[src/rtl/cfg_pkg.sv]
// cfg_pkg: shared constants and loader state encoding for the CB programming path
package cfg_pkg;
  localparam int CB_CHAIN_LEN = 69;
  localparam int CFG_WORD_W = 32;
  typedef enum logic [1:0] {IDLE, LOAD, SHIFT} ld_state_e;
endpackage

[src/rtl/cfg_piso.sv]
// cfg_piso: parallel-in/serial-out word register with a bits-left count
module cfg_piso #(
  parameter int WORD_W = 32,
  parameter int LEFT_W = $clog2(WORD_W + 1)
) (
  input  logic              clk,
  input  logic              rst,
  input  logic              load_i,
  input  logic              shift_i,
  input  logic [WORD_W-1:0] data_i,
  input  logic [LEFT_W-1:0] left_i,
  output logic              bit_o,
  output logic [LEFT_W-1:0] left_o
);
  logic [WORD_W-1:0] shreg_q;
  logic [LEFT_W-1:0] left_q;
  // load wins over shift so a word reloaded on the final bit of the previous one leaves no gap
  always_ff @(posedge clk or posedge rst)
    if (rst) begin
      shreg_q <= '0;
      left_q  <= '0;
    end else if (load_i) begin
      shreg_q <= data_i;
      left_q  <= left_i;
    end else if (shift_i) begin
      shreg_q <= shreg_q >> 1;
      left_q  <= left_q - 1'b1;
    end
  assign bit_o  = shreg_q[0];
  assign left_o = left_q;
endmodule

[src/rtl/cfg_bitstream_loader.sv]
// cfg_bitstream_loader: serializes handshaked config words LSB-first onto the CB prog chain
module cfg_bitstream_loader
  import cfg_pkg::*;
#(
  parameter int WORD_W    = CFG_WORD_W,
  parameter int CHAIN_LEN = CB_CHAIN_LEN,
  parameter int CNT_W     = $clog2(CHAIN_LEN + 1)
) (
  input  logic              prog_clk,
  input  logic              rst,
  input  logic              start,
  input  logic              abort,
  input  logic [WORD_W-1:0] word_data,
  input  logic              word_valid,
  output logic              word_ready,
  output logic              prog_dout,
  output logic              prog_en,
  output logic              busy,
  output logic              done,
  output logic [CNT_W-1:0]  bit_cnt
);
  localparam int LEFT_W = $clog2(WORD_W + 1);
  ld_state_e state_q;
  logic [CNT_W-1:0] bit_cnt_q, bit_cnt_d, remain;
  logic [LEFT_W-1:0] left, left_ld;
  logic prog_dout_q, prog_en_q, done_q;
  logic piso_bit, last_bit, more, hs, finishing, shifting;
  // handshake, shift qualification and the bit budget for the next word
  always_comb begin
    last_bit   = state_q == SHIFT && left == LEFT_W'(1);
    more       = (bit_cnt_q + 1'b1) < CNT_W'(CHAIN_LEN);
    word_ready = state_q == LOAD || (last_bit && more);
    hs         = word_valid && word_ready && !abort;
    finishing  = state_q == SHIFT && bit_cnt_q == CNT_W'(CHAIN_LEN);
    shifting   = state_q == SHIFT && !finishing && !abort;
    bit_cnt_d  = bit_cnt_q + CNT_W'(shifting);
    remain     = CNT_W'(CHAIN_LEN) - bit_cnt_d;
    left_ld    = remain > CNT_W'(WORD_W) ? LEFT_W'(WORD_W) : LEFT_W'(remain);
  end
  cfg_piso #(.WORD_W(WORD_W), .LEFT_W(LEFT_W)) u_piso (
    .clk    (prog_clk),
    .rst    (rst),
    .load_i (hs),
    .shift_i(shifting),
    .data_i (word_data),
    .left_i (left_ld),
    .bit_o  (piso_bit),
    .left_o (left)
  );
  // load sequencing; prog_dout holds its last value whenever prog_en drops
  always_ff @(posedge prog_clk or posedge rst)
    if (rst) begin
      state_q     <= IDLE;
      bit_cnt_q   <= '0;
      prog_dout_q <= 1'b0;
      prog_en_q   <= 1'b0;
      done_q      <= 1'b0;
    end else if (state_q == IDLE) begin
      prog_en_q <= 1'b0;
      if (start) begin
        state_q   <= LOAD;
        bit_cnt_q <= '0;
        done_q    <= 1'b0;
      end
    end else if (abort || finishing) begin
      state_q   <= IDLE;
      prog_en_q <= 1'b0;
      done_q    <= finishing && !abort;
    end else begin
      prog_en_q <= shifting;
      if (shifting) prog_dout_q <= piso_bit;
      bit_cnt_q <= bit_cnt_d;
      state_q   <= (hs || (state_q == SHIFT && !(last_bit && more))) ? SHIFT : LOAD;
    end
  assign prog_dout = prog_dout_q;
  assign prog_en   = prog_en_q;
  assign busy      = state_q != IDLE;
  assign done      = done_q;
  assign bit_cnt   = bit_cnt_q;
endmodule

[config.mk]
export PLATFORM = sky130hd
export DESIGN_NAME = cfg_bitstream_loader
export DESIGN_NICKNAME = d
export VERILOG_FILES = /design/src/rtl/cfg_pkg.sv /design/src/rtl/cfg_piso.sv /design/src/rtl/cfg_bitstream_loader.sv
export SDC_FILE = /design/constraint.sdc
export NUM_CORES = 1
export LEC_CHECK = 0
export BUFFER_PORTS_ARGS = -buffer_cell sky130_fd_sc_hd__buf_4
export CORE_ASPECT_RATIO = 0.7
export CORE_MARGIN = 2
export CORE_UTILIZATION = 51
export CTS_CLUSTER_SIZE = 30
export DETAILED_ROUTE_END_ITERATION = 7
export GPL_ROUTABILITY_DRIVEN = 0
export PLACE_DENSITY = 0.81
export SLEW_MARGIN = 20
export SYNTH_ARGS = -nofsm -noshare
export SYNTH_HDL_FRONTEND = slang
export SYNTH_SLANG_ARGS = --single-unit
[constraint.sdc]
create_clock -name prog_clk -period 3.6 [get_ports prog_clk]
set_input_delay 0.9 -clock prog_clk [delete_from_list [all_inputs] [get_ports prog_clk]]
set_output_delay 0.9 -clock prog_clk [all_outputs]
set_load 0.01 [all_outputs]
==> flow_summary.json, run 1 <==
{
  "period_share": 0.960,
  "dp.cells": 447,
  "grt_usage": 0.220,
  "vias": 2432,
  "ys_seq_elements": 50,
  "critPathMaxFanout": 5,
  "drt_iter0_markers": 184,
  "synthCells": 333,
  "critPathRequiredTime_ps": 3810,
  "ys_seq_area_frac": 0.440,
  "n_antenna_cell": 0,
  "io_buffer_count": 48,
  "synth_area_um2": 2840,
  "placementRows": 22,
  "seqCellArea_um2": 1250,
  "skew_ps": 2.85,
  "worstMarginPinSlew_ps": 855,
  "synthArstFlopShare": 1.00,
  "synth.distinct_cells": 53,
  "synth.largest_area_cell": "dfrtp_1",
  "postCtsSetupRepairBufs": 0,
  "critPathKind": "reg2reg",
  "fin_crit_ps": 3460,
  "fmax_mhz": 289,
  "fill_cells": 449,
  "layout_commonest_cell": "nand2_1",
  "antenna_left": 0,
  "wire_per_inst_um": 13.8,
  "ys.warnings.count": 0,
  "root_buffer": "clkbuf_8",
  "synth_area_leaders": "dfrtp_1 (44%), nand2_1 (10%), a31oi_1 (6.8%), nor2_1 (5.8%), ha_1 (4.0%)",
  "start_kind": "register",
  "areaGrowthSynthToFinish_pct": 19.1,
  "dpl.hpwl_mm": 4.34,
  "fp.coreArea_um2": 5310,
  "clockBufferDepth": 2,
  "die_h_um": 66.5,
  "setup_viol": 0,
  "viasPerCell": 5.36,
  "layout-drive-gt1-share": 0.202,
  "die_area_um2": 6200,
  "wirelength_mm": 6.28,
  "syn_avg_cell_area_um2": 8.54,
  "initial_core_util": 0.535,
  "cts.sinks": 50,
  "grt_overflow_total": 0,
  "cts_hold_buf": 0,
  "cts_tree": "built",
  "peakVddDrop_uv": 211,
  "multiInputGateArea_um2": 1450,
  "design.portCount": 49,
  "synth_enable_flop_cells": 0,
  "hold_viol_final": 0,
  "instances_no_fill": 454,
  "critPathCaptureType": "register",
  "clk_latency_ps": 300,
  "layout_common_cells": "nand2_1 (76), buf_4 (61), dfrtp_1 (50)",
  "synth_top_area_frac": 0.440,
  "grt_pass1_vias": 2260,
  "drv_cap": 0,
  "numCtsBuffers": 5,
  "hp-class": "reg2reg",
  "slew_headroom": 0.429,
  "p_leak_nw": 1.61,
  "synthFlopType": "dfrtp_1",
  "drc": 0,
  "clk_pin_slew_ps": 90,
  "stdcell_area_um2": 3380,
  "ctsResizeCount": 0,
  "slew_viol_final": 0,
  "grt_max_degree": 51,
  "holdWs_ps": 486,
  "htree_num_levels": 2,
  "dr.pass1.iters": 4,
  "rsz0062_at_grt": "no",
  "p_per_area_nw_per_um2": 498,
  "status": "finished clean",
  "synth_nets": 379,
  "fp.dieW_um": 93.2,
  "nNetsFinal": 428,
  "grt_pass1_wl_mm": 10.7,
  "antenna_found_initial": 0,
  "placed_area_um2": 3300,
  "arrival_ps": 3670
}
## layout make-up
cell class | instances | share of cell area
Tap cell | 72 | 0.0266
Clock buffer | 5 | 0.0203
Clock inverter | 2 | 0.00407
Inverter | 14 | 0.0159
Multi-Input combinational cell | 250 | 0.428
Sequential cell | 50 | 0.370
Timing Repair Buffer | 61 | 0.135
## logic make-up after synthesis
kind of cell    synth area share
compound gates             0.182
flops                      0.440
mux                       0.0150
xor+xnor                  0.0339
fa+ha+maj                 0.0396
buf+inv                   0.0550
simple gates               0.235
## worst paths after layout
| path | startpoint | cells after the start | slack, ps | to |
|---|---|---|---|---|
| max | bit_cnt[1]$_DFFE_PP0P_ | 15 | 140 | u_piso.left_o[4]$_DFFE_PP0P_ |
| min | prog_dout$_DFFE_PP0P_ | 2 | 490 | prog_dout$_DFFE_PP0P_ |
| max reg2reg | bit_cnt[1]$_DFFE_PP0P_ | 15 | 140 | u_piso.left_o[4]$_DFFE_PP0P_ |
| min reg2reg | prog_dout$_DFFE_PP0P_ | 2 | 490 | prog_dout$_DFFE_PP0P_ |
| max in group asynchronous | rst | 2 | 2350 | done$_DFFE_PP0P_ |
| min in group asynchronous | rst | 2 | 750 | u_piso.shreg_q[30]$_DFFE_PP0P_ |
## layer usage
layer  part of all wire  vias up  global-route usage
met3              0.043        6              0.0385
met1               0.51     1131               0.338
li1                   -     1250                   -
met4             0.0091        0              0.0496
met2               0.43       45               0.322
met5                  0        -                   0
## synthesized netlist by cell type, drive strengths merged (5+ instances only)
| library cell | n |
|---|---|
| nand2 | 76 |
| a31oi | 31 |
| inv | 14 |
| nand3 | 5 |
| xnor2 | 6 |
| xor2 | 5 |
| dfrtp | 50 |
| ha | 9 |
| nor3 | 5 |
| o21ai | 15 |
| buf | 15 |
| nor2 | 44 |
## through the flow
step	utilization	TNS [ps]	worst slack [ps]	power, mW
4_1_cts	0.637	0	197	1.69
2_1_floorplan	-	0	25.7	1.22
6_report	0.637	0	144	1.68
5_1_grt	0.637	0	7.55	1.81
3_3_place_gp	0.621	0	6.02	1.34
3_5_place_dp	0.621	-546	-111	1.37
## registers in the layout (all words and copies together), names as in the netlist
signal	cells
u_piso.left_o	6
prog_dout	1
u_piso.shreg_q	32
done	1
state_q	2
bit_cnt	7
prog_en	1
## worst max-delay path: stages, from the launching register on
cell and delay [ps]:
dfrtp_1 390, inv_1 60, ha_1 150, nand4b_1 230
o31ai_4 280, inv_2 60, ha_1 240, ha_1 230
xor2_1 170, ha_1 240, nor2b_1 120, mux2_2 170
or4b_1 490, o32ai_1 200, a311oi_2 130, a211oi_1 200
## power breakdown
group	switching, mW	total (mW)	leakage [nW]	internal (mW)
sequential	0.133	0.913	0.590	0.780
combinational	0.232	0.448	0.972	0.217
clock	0.188	0.322	0.0444	0.135
No activity file was read; power rests on OpenSTA's default activity.
==> run 2, diff against run 1 <==
- CORE_UTILIZATION: 51 -> 56
- HOLD_SLACK_MARGIN: unset -> 0.15
- PLACE_DENSITY: 0.81 -> 0.85
- clock period: 3.6 -> 3.7 ns (I/O delays scaled with it)
==> flow_summary.json, run 2 (synthesized netlist as in run 1, its figures left out) <==
{
  "nNetsFinal": 425,
  "design.portCount": 49,
  "fp.dieW_um": 89.2,
  "rsz0062_at_grt": "no",
  "grt_pass1_wl_mm": 10.9,
  "postCtsSetupRepairBufs": 0,
  "grt_overflow_total": 0,
  "fmax_mhz": 288,
  "status": "finished clean",
  "fp.coreArea_um2": 4830,
  "clockBufferDepth": 2,
  "die_h_um": 63.6,
  "critPathMaxFanout": 8,
  "wirelength_mm": 6.46,
  "setup_viol": 0,
  "drc": 0,
  "stdcell_area_um2": 3380,
  "initial_core_util": 0.588,
  "placed_area_um2": 3270,
  "period_share": 0.937,
  "grt_usage": 0.243,
  "largest_reg_flops": 32,
  "drt_iter0_markers": 210,
  "critPathCaptureType": "register",
  "critPathRequiredTime_ps": 3920,
  "cts_hold_buf": 0,
  "cts_tree": "built",
  "die_area_um2": 5670,
  "numCtsBuffers": 5,
  "dpl.hpwl_mm": 4.44,
  "cts.sinks": 50,
  "vias": 2537,
  "placementRows": 21,
  "root_buffer": "clkbuf_8",
  "fin_crit_ps": 3470,
  "critPathKind": "reg2reg",
  "pre_cts_ws_ps": -54.3,
  "peakVddDrop_uv": 326,
  "largest-register": "u_piso.shreg_q",
  "drv_cap": 0,
  "slew_headroom": 0.438,
  "io_buffer_count": 48,
  "hold_viol_final": 0,
  "p_per_area_nw_per_um2": 496,
  "antenna_found_initial": 0,
  "clk_latency_ps": 320,
  "wire_per_inst_um": 14.4,
  "worstMarginPinSlew_ps": 841,
  "viasPerCell": 5.65,
  "start_kind": "register",
  "hp-class": "reg2reg",
  "n_antenna_cell": 0,
  "skew_ps": 17.4,
  "layout-drive-gt1-share": 0.203,
  "grt_pass1_vias": 2342,
  "p_leak_nw": 1.60,
  "antenna_left": 0,
  "layout_commonest_cell": "nand2_1",
  "slew_viol_final": 0,
  "dr.pass1.iters": 5,
  "postLayoutSetupSlackWorst_ps": 234,
  "htree_num_levels": 2,
  "clk_pin_slew_ps": 100,
  "arrival_ps": 3690,
  "layout_common_cells": "nand2_1 (76), buf_4 (58), dfrtp_1 (49)",
  "grt_max_degree": 51,
  "areaGrowthSynthToFinish_pct": 18.9
}
==> run 2: cell count changes in the layout (fill, tap and decap cells not counted), sizes merged <==
cell,change
buf,-3
clkinv,+1
==> run 2: worst max-delay path, cell delays in order (launching register included) <==
cell and delay, ps:
dfrtp_2 460, ha_1 170, nand4b_1 220, o31ai_4 260, inv_2 70, ha_1 250
ha_1 230, xor2_1 170, ha_1 250, nor2b_1 130, mux2_2 170, or4b_1 480
o32ai_1 180, a311oi_2 130, a211oi_1 210
==> run 2: per-layer routing <==
metal  vias to the layer above  track usage  wire (µm)
li1                       1242            -          -
met1                      1193        0.360       2970
met2                        88        0.363       2960
met3                        14       0.0380        408
met4                         0       0.0765        118
met5                         -            0          0
==> run 2: worst paths after layout <==
path	startpoint	to	slack (ps)	cells past startpoint
setup / recovery	bit_cnt[0]$_DFFE_PP0P_	u_piso.left_o[2]$_DFFE_PP0P_	230	14
hold / removal	u_piso.shreg_q[0]$_DFFE_PP0P_	prog_dout$_DFFE_PP0P_	490	2
min in group asynchronous	rst	u_piso.shreg_q[18]$_DFFE_PP0P_	740	2
hold reg to reg	u_piso.shreg_q[0]$_DFFE_PP0P_	prog_dout$_DFFE_PP0P_	490	2
setup reg to reg	bit_cnt[0]$_DFFE_PP0P_	u_piso.left_o[2]$_DFFE_PP0P_	230	14
max in group asynchronous	rst	bit_cnt[0]$_DFFE_PP0P_	2400	2
==> run 2: report_power, final <==
part | internal (mW) | total (mW) | switching [mW] | leakage [nW]
Sequential | 0.758 | 0.890 | 0.132 | 0.589
Combinational | 0.214 | 0.439 | 0.225 | 0.957
Clock | 0.141 | 0.348 | 0.208 | 0.0502
==> run 2: timing repair <==
| item | 4_1_cts | 5_1_grt |
|---|---|---|
| setup endpoints to repair | 0 | 5 |
| hold endpoints to repair | 0 | 0 |
| gates resized for setup | 0 | 2 |
==> run 2: metrics by stage <==
stage	util	cells	power, mW	TNS, ps	hold WS, ps
floorplan	-	333	1.19	0	439
global placement	0.677	441	1.30	0	456
detailed placement	0.677	441	1.32	-233	472
CTS	0.697	449	1.67	0	494
global route	0.699	449	1.79	0	512
finish	0.699	449	1.68	0	486
==> run 2: cell type report <==
cell class | instances | area (µm²)
tap | 69 | 86.3
sequential | 50 | 1250
multi-input combinational | 250 | 1450
inverter | 14 | 53.8
fill | 385 | 1460
clock buffer | 5 | 68.8
clock inverter | 3 | 28.8
timing repair buffer | 58 | 435
==> run 3, diff against run 2 <==
- CORE_UTILIZATION: 56 -> 48
- PLACE_DENSITY: 0.85 -> 0.75
==> flow_summary.json, run 3 (synthesized netlist as in run 1, its figures left out) <==
{
  "status": "finished clean",
  "slew_viol_final": 0,
  "stdcell_area_um2": 3370,
  "skew_ps": 3.24,
  "hp-class": "reg2reg",
  "htree_num_levels": 2,
  "critPathBufInv": 2,
  "die_area_um2": 6560,
  "grt_pass1_vias": 2036,
  "n_antenna_cell": 0,
  "initial_core_util": 0.496,
  "setup_viol": 0,
  "worstMarginPinSlew_ps": 832,
  "hold_viol_final": 0,
  "viasPerCell": 5.35,
  "layout-drive-gt1-share": 0.200,
  "fmax_mhz": 291,
  "period_share": 0.929,
  "clk_latency_ps": 290,
  "placed_area_um2": 3290,
  "grt_usage": 0.187,
  "postCtsSetupRepairBufs": 0,
  "fill_cells": 513,
  "peakVddDrop_uv": 196,
  "crit_top_cell": "ha_1",
  "drc": 0,
  "fp.coreArea_um2": 5730,
  "critPathMaxStageDelay_ps": 450,
  "vias": 2436,
  "arrival_ps": 3590,
  "p_per_area_nw_per_um2": 483,
  "start_kind": "input pin",
  "clk_pin_slew_ps": 90,
  "layout_commonest_cell": "nand2_1",
  "slew_headroom": 0.445,
  "cts.sinks": 50,
  "grt_max_degree": 51,
  "cp_cell_sequence": "buf_4, nor3b_1, o31ai_4, inv_2, ha_1, ha_1, xor2_1, ha_1, nor2b_1, mux2_2, or4b_1, o32ai_1, a311oi_2, a211oi_1",
  "grt_overflow_total": 0,
  "antenna_found_initial": 0,
  "largest_reg_flops": 32,
  "cpMaxStageDelayCell": "a311oi_2",
  "dr.pass1.iters": 4,
  "grt_pass1_wl_mm": 9.69,
  "areaGrowthSynthToFinish_pct": 18.7,
  "largest-register": "u_piso.shreg_q",
  "layout_common_cells": "nand2_1 (76), buf_4 (59), dfrtp_1 (49)",
  "cts_tree": "built",
  "root_buffer": "clkbuf_8",
  "critPathCaptureType": "register",
  "numCtsBuffers": 5,
  "antenna_left": 0,
  "critPathRequiredTime_ps": 3850,
  "design.portCount": 49,
  "drv_cap": 0,
  "drt_iter0_markers": 147,
  "wire_per_inst_um": 13.3,
  "clockBufferDepth": 2,
  "placementRows": 23,
  "rsz0062_at_grt": "no",
  "post-route-util": 0.589,
  "p_leak_nw": 1.59,
  "nNetsFinal": 426,
  "dpl.hpwl_mm": 4.19,
  "critPathTopFamily": "compound AO/OA/AOI/OAI gates",
  "critPathMaxFanout": 5,
  "fp.dieW_um": 96.0,
  "critPathKind": "in2reg",
  "io_buffer_count": 48,
  "fin_crit_ps": 3440,
  "wirelength_mm": 6.07,
  "die_h_um": 68.4
}
## run 3: through the flow
stage	setup slack, ps	power, mW	TNS (ps)	hold WS [ps]	cells
after floorplan	101	1.19	0	439	333
after global placement	59.9	1.30	0	452	448
after detailed placement	-37.7	1.32	-156	464	448
after CTS	252	1.64	0	487	455
after global routing	29.2	1.75	0	507	455
final	262	1.63	0	482	455
## run 3: worst paths after layout
path / from / endpoint / slack, ps / cells past startpoint
worst max-delay path: abort / u_piso.left_o[2]$_DFFE_PP0P_ / 260 / 14
worst min-delay path: prog_dout$_DFFE_PP0P_ / prog_dout$_DFFE_PP0P_ / 480 / 2
worst max register to register: bit_cnt[0]$_DFFE_PP0P_ / u_piso.left_o[2]$_DFFE_PP0P_ / 310 / 14
worst min register to register: prog_dout$_DFFE_PP0P_ / prog_dout$_DFFE_PP0P_ / 480 / 2
max in group asynchronous: rst / bit_cnt[0]$_DFFE_PP0P_ / 2400 / 2
min in group asynchronous: rst / u_piso.shreg_q[31]$_DFFE_PP0P_ / 760 / 2
## run 3: power by group
| part | switching (mW) | internal (mW) |
|---|---|---|
| registers | 0.124 | 0.759 |
| logic | 0.224 | 0.211 |
| clock network | 0.179 | 0.131 |
## run 3: worst register-to-register path, stage by stage, from the launching register on
cell and delay, ps:
dfrtp_2 460, ha_1 180, nand4b_1 210, o31ai_4 260, inv_2 70, ha_1 240, ha_1 230, xor2_1 170
ha_1 240, nor2b_1 110, mux2_2 170, or4b_1 490, o32ai_1 170, a311oi_2 130, a211oi_1 200
## run 3: cell type report
class / instances / area (µm²) / share of cell area
clock buffers: 5 / 68.8 / 0.0204
inverters: 14 / 53.8 / 0.0159
clock inverters: 2 / 13.8 / 0.00408
flip-flops and latches: 50 / 1250 / 0.371
repair buffers: 59 / 443 / 0.131
well taps: 75 / 93.8 / 0.0278
multi-input cells: 250 / 1450 / 0.429
## run 3: what timing repair did
action                                  4_1_cts  5_1_grt
endpoints found under the hold margin         0        0
hold buffers                                  0        0
gates resized for setup                       0        1
endpoints found under the setup margin        0        1
## run 3: layer usage
metal	global-route usage	routed length [µm]	part of all wire
met5	0	0	0
met4	0.0268	29	0.0048
met3	0.0341	282	0.046
met2	0.280	2700	0.44
met1	0.287	3060	0.50
